**config.mk**
```make
export PLATFORM = sky130hd
export DESIGN_NAME = pipe_skid_stage_flat
export DESIGN_NICKNAME = d
export VERILOG_FILES = /design/src/rtl/pipe_skid_stage_if.sv /design/src/rtl/pipe_skid_stage.sv /design/src/flat_wrapper.sv
export SDC_FILE = /design/constraint.sdc
export NUM_CORES = 1
export LEC_CHECK = 0
export BUFFER_PORTS_ARGS = -buffer_cell sky130_fd_sc_hd__clkbuf_2
export CAP_MARGIN = 10
export CORE_MARGIN = 4
export CORE_UTILIZATION = 40
export CTS_BUF_LIST = sky130_fd_sc_hd__clkbuf_8
export DETAILED_ROUTE_END_ITERATION = 8
export PLACE_DENSITY = 0.63
export SLEW_MARGIN = 10
export SYNTH_ARGS = -nofsm -noshare
export SYNTH_HDL_FRONTEND = slang
export SYNTH_SLANG_ARGS = --single-unit
```
**constraint.sdc**
```tcl
create_clock -name clk -period 2 [get_ports clk]
set_input_delay 0.5 -clock clk [delete_from_list [all_inputs] [get_ports clk]]
set_output_delay 0.5 -clock clk [all_outputs]
set_load 0.01 [all_outputs]
```
**src/rtl/pipe_skid_stage_if.sv**
```systemverilog
// rtl/pipe_skid_stage_if.sv - valid/ready stream carrying a data and a control payload
interface pipe_skid_stage_if #(
  parameter int DATA_W = 32,
  parameter int CTRL_W = 8
);
  logic              valid;
  logic              ready;
  logic [DATA_W-1:0] data;
  logic [CTRL_W-1:0] ctrl;

  modport master (output valid, data, ctrl, input ready);
  modport slave  (input valid, data, ctrl, output ready);
endinterface

```
**src/rtl/pipe_skid_stage.sv**
```systemverilog
// rtl/pipe_skid_stage.sv - two-entry skid pipeline stage with flush and saturating stall/drop counters
module pipe_skid_stage #(
  parameter int DATA_W = 32,
  parameter int CTRL_W = 8,
  parameter int CNT_W  = 16
) (
  input  logic               clk,
  input  logic               reset,
  input  logic               flush,
  pipe_skid_stage_if.slave   in_bus,
  pipe_skid_stage_if.master  out_bus,
  output logic [1:0]         level,
  output logic [CNT_W-1:0]   stall_cnt,
  output logic [CNT_W-1:0]   drop_cnt
);

  typedef enum logic [1:0] {EMPTY = 2'd0, ONE = 2'd1, TWO = 2'd2} state_t;

  state_t            state;
  logic [DATA_W-1:0] main_data, skid_data;
  logic [CTRL_W-1:0] main_ctrl, skid_ctrl;
  logic              in_ready_w, out_valid_w;
  logic              in_fire, out_fire;
  logic [CNT_W:0]    drop_sum;
  logic [CNT_W-1:0]  drop_next;

  // Handshake flags come from the state register only, so ready never
  // combinationally follows out_ready or flush.
  assign in_ready_w  = (state != TWO);
  assign out_valid_w = (state != EMPTY);
  assign in_fire     = in_bus.valid & in_ready_w;
  assign out_fire    = out_valid_w & out_bus.ready;

  assign in_bus.ready  = in_ready_w;
  assign out_bus.valid = out_valid_w;
  assign out_bus.data  = main_data;
  assign out_bus.ctrl  = out_valid_w ? main_ctrl : '0;
  assign level         = state;

  assign drop_sum  = {1'b0, drop_cnt} + (CNT_W+1)'(state);
  assign drop_next = drop_sum[CNT_W] ? '1 : drop_sum[CNT_W-1:0];

  always_ff @(posedge clk) begin
    if (!reset) begin
      state     <= EMPTY;
      main_data <= '0;
      main_ctrl <= '0;
      skid_data <= '0;
      skid_ctrl <= '0;
      stall_cnt <= '0;
      drop_cnt  <= '0;
    end else if (flush) begin
      // Payloads are kept; only control is cleared so a bubble carries no ctrl.
      state     <= EMPTY;
      main_ctrl <= '0;
      skid_ctrl <= '0;
      drop_cnt  <= drop_next;
    end else begin
      if (out_valid_w && !out_bus.ready && (stall_cnt != '1))
        stall_cnt <= stall_cnt + CNT_W'(1);
      unique case (state)
        EMPTY: begin
          if (in_fire) begin
            main_data <= in_bus.data;
            main_ctrl <= in_bus.ctrl;
            state     <= ONE;
          end
        end
        ONE: begin
          if (in_fire && !out_fire) begin
            skid_data <= in_bus.data;
            skid_ctrl <= in_bus.ctrl;
            state     <= TWO;
          end else if (!in_fire && out_fire) begin
            main_ctrl <= '0;
            state     <= EMPTY;
          end else if (in_fire && out_fire) begin
            main_data <= in_bus.data;
            main_ctrl <= in_bus.ctrl;
          end
        end
        TWO: begin
          if (out_fire) begin
            main_data <= skid_data;
            main_ctrl <= skid_ctrl;
            skid_ctrl <= '0;
            state     <= ONE;
          end
        end
        default: state <= EMPTY;
      endcase
    end
  end

endmodule

```
**src/flat_wrapper.sv**
```systemverilog
// flat-port wrapper written by rule: the top's interface ports become plain ports
module pipe_skid_stage_flat 
#(
  parameter int DATA_W = 32,
  parameter int CTRL_W = 8,
  parameter int CNT_W  = 16
)
  (clk, reset, flush, level, stall_cnt, drop_cnt, in_bus_valid, in_bus_data, in_bus_ctrl, in_bus_ready, out_bus_valid, out_bus_data, out_bus_ctrl, out_bus_ready);
  pipe_skid_stage_if #(.DATA_W(DATA_W), .CTRL_W(CTRL_W)) in_bus_i ();
  pipe_skid_stage_if #(.DATA_W(DATA_W), .CTRL_W(CTRL_W)) out_bus_i ();
  input  logic clk;
  input  logic reset;
  input  logic flush;
  output logic [1:0] level;
  output logic [CNT_W-1:0] stall_cnt;
  output logic [CNT_W-1:0] drop_cnt;
  input wire logic [$bits(in_bus_i.valid)-1:0] in_bus_valid;
  input wire logic [$bits(in_bus_i.data)-1:0] in_bus_data;
  input wire logic [$bits(in_bus_i.ctrl)-1:0] in_bus_ctrl;
  output wire logic [$bits(in_bus_i.ready)-1:0] in_bus_ready;
  output wire logic [$bits(out_bus_i.valid)-1:0] out_bus_valid;
  output wire logic [$bits(out_bus_i.data)-1:0] out_bus_data;
  output wire logic [$bits(out_bus_i.ctrl)-1:0] out_bus_ctrl;
  input wire logic [$bits(out_bus_i.ready)-1:0] out_bus_ready;
  assign in_bus_i.valid = in_bus_valid;
  assign in_bus_i.data = in_bus_data;
  assign in_bus_i.ctrl = in_bus_ctrl;
  assign in_bus_ready = in_bus_i.ready;
  assign out_bus_valid = out_bus_i.valid;
  assign out_bus_data = out_bus_i.data;
  assign out_bus_ctrl = out_bus_i.ctrl;
  assign out_bus_i.ready = out_bus_ready;
  pipe_skid_stage #(.DATA_W(DATA_W), .CTRL_W(CTRL_W), .CNT_W(CNT_W)) u_core (.clk(clk), .reset(reset), .flush(flush), .in_bus(in_bus_i), .out_bus(out_bus_i), .level(level), .stall_cnt(stall_cnt), .drop_cnt(drop_cnt));
endmodule
```
==> qor.txt <==
Run status: finished, final reports clean
Reg2reg path depth: 10
Yosys reg bits: 114
Slew Limit Fails: 0
R2R Setup Slk: 50 ps
Yosys top cell by area: dfxtp_1
Worst Setup SP: u_core.level[0]
# IOs: 121
Starting DRT DRC Count: 290
Grt ovf: 0
Dominant synthesized flop cell: dfxtp_1
Post-synthesis net count: 669
Fmax: 513 MHz
Total clock buffers created by CTS: 17
Pwr per Cell Area: 772 nW/um^2
Depth of the CTS H-tree: 4
# DRC: 0
Nets: 809
Worst slew margin: 0.607
GRT Total Usage: 0.197
DRT antenna net count: 0
Top cells by area, synth: dfxtp_1 (43%), mux2i_1 (7.2%), nand2_1 (6.2%), a211oi_1 (5.9%), a21oi_1 (5.8%)
Initial antenna violation count: 0
Dpl ws: -103 ps
Root Driver: clkbuf_8
WP data arrival: 2270 ps
Pwr Total: 5.37 mW
Least-Margin Pin Slew: 589 ps
Synthesized instance count: 614
WP data required: 2320 ps
CP endpoint kind: flip-flop
Placeable Area: 12700 um^2
Worst-path clk slew: 70 ps
Post-layout worst setup margin: 50.9 ps
Fin crit share: 0.975
Peak supply drop: 0.000368 V
Worst flop-to-flop path endpoint: u_core.drop_cnt[12]
Crit start category: flip-flop
CTS sink cnt: 114
Vias: 5137
Detailed-route wire length per cell: 15.6 um
Share of layout cells above drive strength 1: 0.308
Avg Inst Size Synth: 8.57 um^2
Vias/cell: 5.48
Initial Utilization: 0.413
Netlist cell types: 47
Type of the worst setup path: flip-flop to flip-flop
EDFF count, synth: 0
FP Rows: 41
LEAKAGE: 2.68 nW
Clk buf depth: 2
Hold Path Class: input port to flip-flop
Seq/Total Area, Yosys: 0.434
Crit path to: u_core.drop_cnt[12]
Asr flop ratio synth: 0
Final Hold Fails: 0
N_diodes: 0
Die Y: 123 um
P&R area growth vs syn: 32.4%
First-pass GRT wire length: 23700 um
Port Buffers: 120
Die Wd: 123 um
First-pass DRT Iterations: 7
Final wirelength: 14700 um
Tmin final: 1950 ps
Unrepaired setup endpoints after global routing: yes
Setup Viol. Count Final: 0
Final estimated routing congestion in global placement: 0.847
Cell Area, Synth: 5260 um^2
Crit Path Max Fanout: 4
Yosys top cell area share: 0.434
Vias in the first global route: 4943
CTS tree: built
Reg2reg start: u_core.level[0]
Dpl hpwl: 10100 um
Yosys warning total: 0
Largest net degree at the start of global routing: 34
Final setup skew: 11.9 ps
Die ar.: 15000 um^2
Max-Cap Viols: 0
Skew-Pair Late Insertion Delay: 440 ps
Hold_buf cts: 0
==> repair_timing <==
item | in CTS | in global routing
buffers inserted | 2 | 1
pin swaps | 2 | 3
resized for setup | 11 | 40
endpoints found under the hold margin | 0 | 0
cloned | 0 | 1
setup endpoints to repair | 50 | 67
==> kinds of logic (layout without fill, tap and decap cells) <==
| kind of cell | after synthesis | after routing | synth area share |
|---|---|---|---|
| compound gates | 195 | 195 | 0.235 |
| flops | 114 | 114 | 0.434 |
| mux | 38 | 38 | 0.0723 |
| simple gates | 183 | 183 | 0.174 |
| fa+ha+maj | 10 | 10 | 0.0252 |
| buf+inv | 68 | 220 | 0.0504 |
| xor+xnor | 6 | 6 | 0.00999 |
==> registers in the layout (all words and copies together), names as in the netlist <==
name / cells
u_core.drop_cnt: 16
u_core.level: 2
u_core.main_ctrl: 8
u_core.out_bus.data: 32
u_core.skid_ctrl: 8
u_core.skid_data: 32
u_core.stall_cnt: 16
==> per-stage QoR <==
step,TNS (ps),cell area (um^2),utilization,std cells,hold slack [ps]
2_1_floorplan,0,5280,-,614,436
3_5_place_dp,-1840,6320,0.497,903,448
3_3_place_gp,-178,6320,0.497,903,441
6_report,0,6960,0.547,938,294
4_1_cts,0,6790,0.534,936,259
5_1_grt,-309,6960,0.547,938,267
==> worst min-delay path by stage <==
stage	from	end	slack, ps	cells past startpoint
final	in_bus_data[17]	u_core.skid_data[17]	290	3
after global placement	u_core.skid_data[21]	u_core.skid_data[21]	440	2
after detailed placement	u_core.skid_data[2]	u_core.skid_data[2]	450	2
after floorplan	u_core.skid_data[0]	u_core.skid_data[0]	440	2
after global routing	in_bus_data[16]	u_core.skid_data[16]	270	3
after CTS	in_bus_data[17]	u_core.skid_data[17]	260	3
==> metal layers <==
layer | vias to the layer above | routed length, um | GRT usage
met5 | - | 0 | 0
li1 | 2537 | - | -
met1 | 2398 | 6530 | 0.243
met3 | 24 | 925 | 0.0581
met4 | 0 | 318 | 0.0854
met2 | 178 | 6890 | 0.319
==> worst max-delay path, stage by stage, from the launching register on <==
cell and delay [ps]:
dfxtp_4 350, buf_4 100, ha_1 150, inv_1 50, fa_2 330, nand3b_1 200
buf_4 170, nor2_4 120, buf_6 120, nand4_1 70, and3_1 180
==> Yosys cell counts, types with 8 or more instances <==
| library cell | count |
|---|---|
| a22o_1 | 9 |
| a31oi_1 | 47 |
| nand3_1 | 17 |
| a211oi_1 | 41 |
| nand2_1 | 87 |
| dfxtp_1 | 114 |
| and3_1 | 9 |
| clkbuf_1 | 39 |
| mux2i_1 | 38 |
| nand4_1 | 10 |
| inv_1 | 19 |
| a21oi_1 | 61 |
| nor2b_1 | 12 |
| o21ai_0 | 20 |
| ha_1 | 9 |
| buf_2 | 8 |
==> where the power goes <==
group          internal [mW]  total, mW  switching, mW
sequential              2.36       2.41         0.0536
combinational          0.291      0.669          0.378
clock                   1.36       2.29          0.930
total                   4.01       5.37           1.36
==> final cells by class <==
cell class | count | area, um^2
clock buffer | 18 | 248
sequential | 114 | 2290
inverter | 19 | 73.8
fill | 1185 | 5760
timing repair buffer | 170 | 1090
clock inverter | 13 | 170
tap | 172 | 215
multi-input combinational | 432 | 2870
==> cells in the final DEF (no fill, tap or decap), drive strengths merged, types with 2 or more instances in the layout <==
master | Yosys | final
nor4 | 4 | 4
a31o | 2 | 2
a31oi | 47 | 47
and2 | 2 | 2
xnor2 | 5 | 5
o21ai | 20 | 20
nor3b | 2 | 2
nor3 | 6 | 6
or4 | 5 | 5
and3 | 9 | 9
nor4b | 2 | 2
nand4 | 10 | 10
ha | 9 | 9
nand2b | 6 | 6
bufinv | 0 | 4
o211ai | 2 | 2
a211oi | 41 | 41
a21oi | 61 | 61
nor2 | 7 | 7
mux2i | 38 | 38
nand3 | 17 | 17
o31ai | 4 | 4
or2 | 2 | 2
a22o | 9 | 9
dfxtp | 114 | 114
or3 | 7 | 7
and4 | 3 | 3
clkinv | 0 | 4
nand2 | 87 | 87
clkinvlp | 0 | 2
clkbuf | 39 | 132
nor2b | 12 | 12
buf | 10 | 56
inv | 19 | 22
a221oi | 2 | 2
Power figures use the tool's default switching activity.
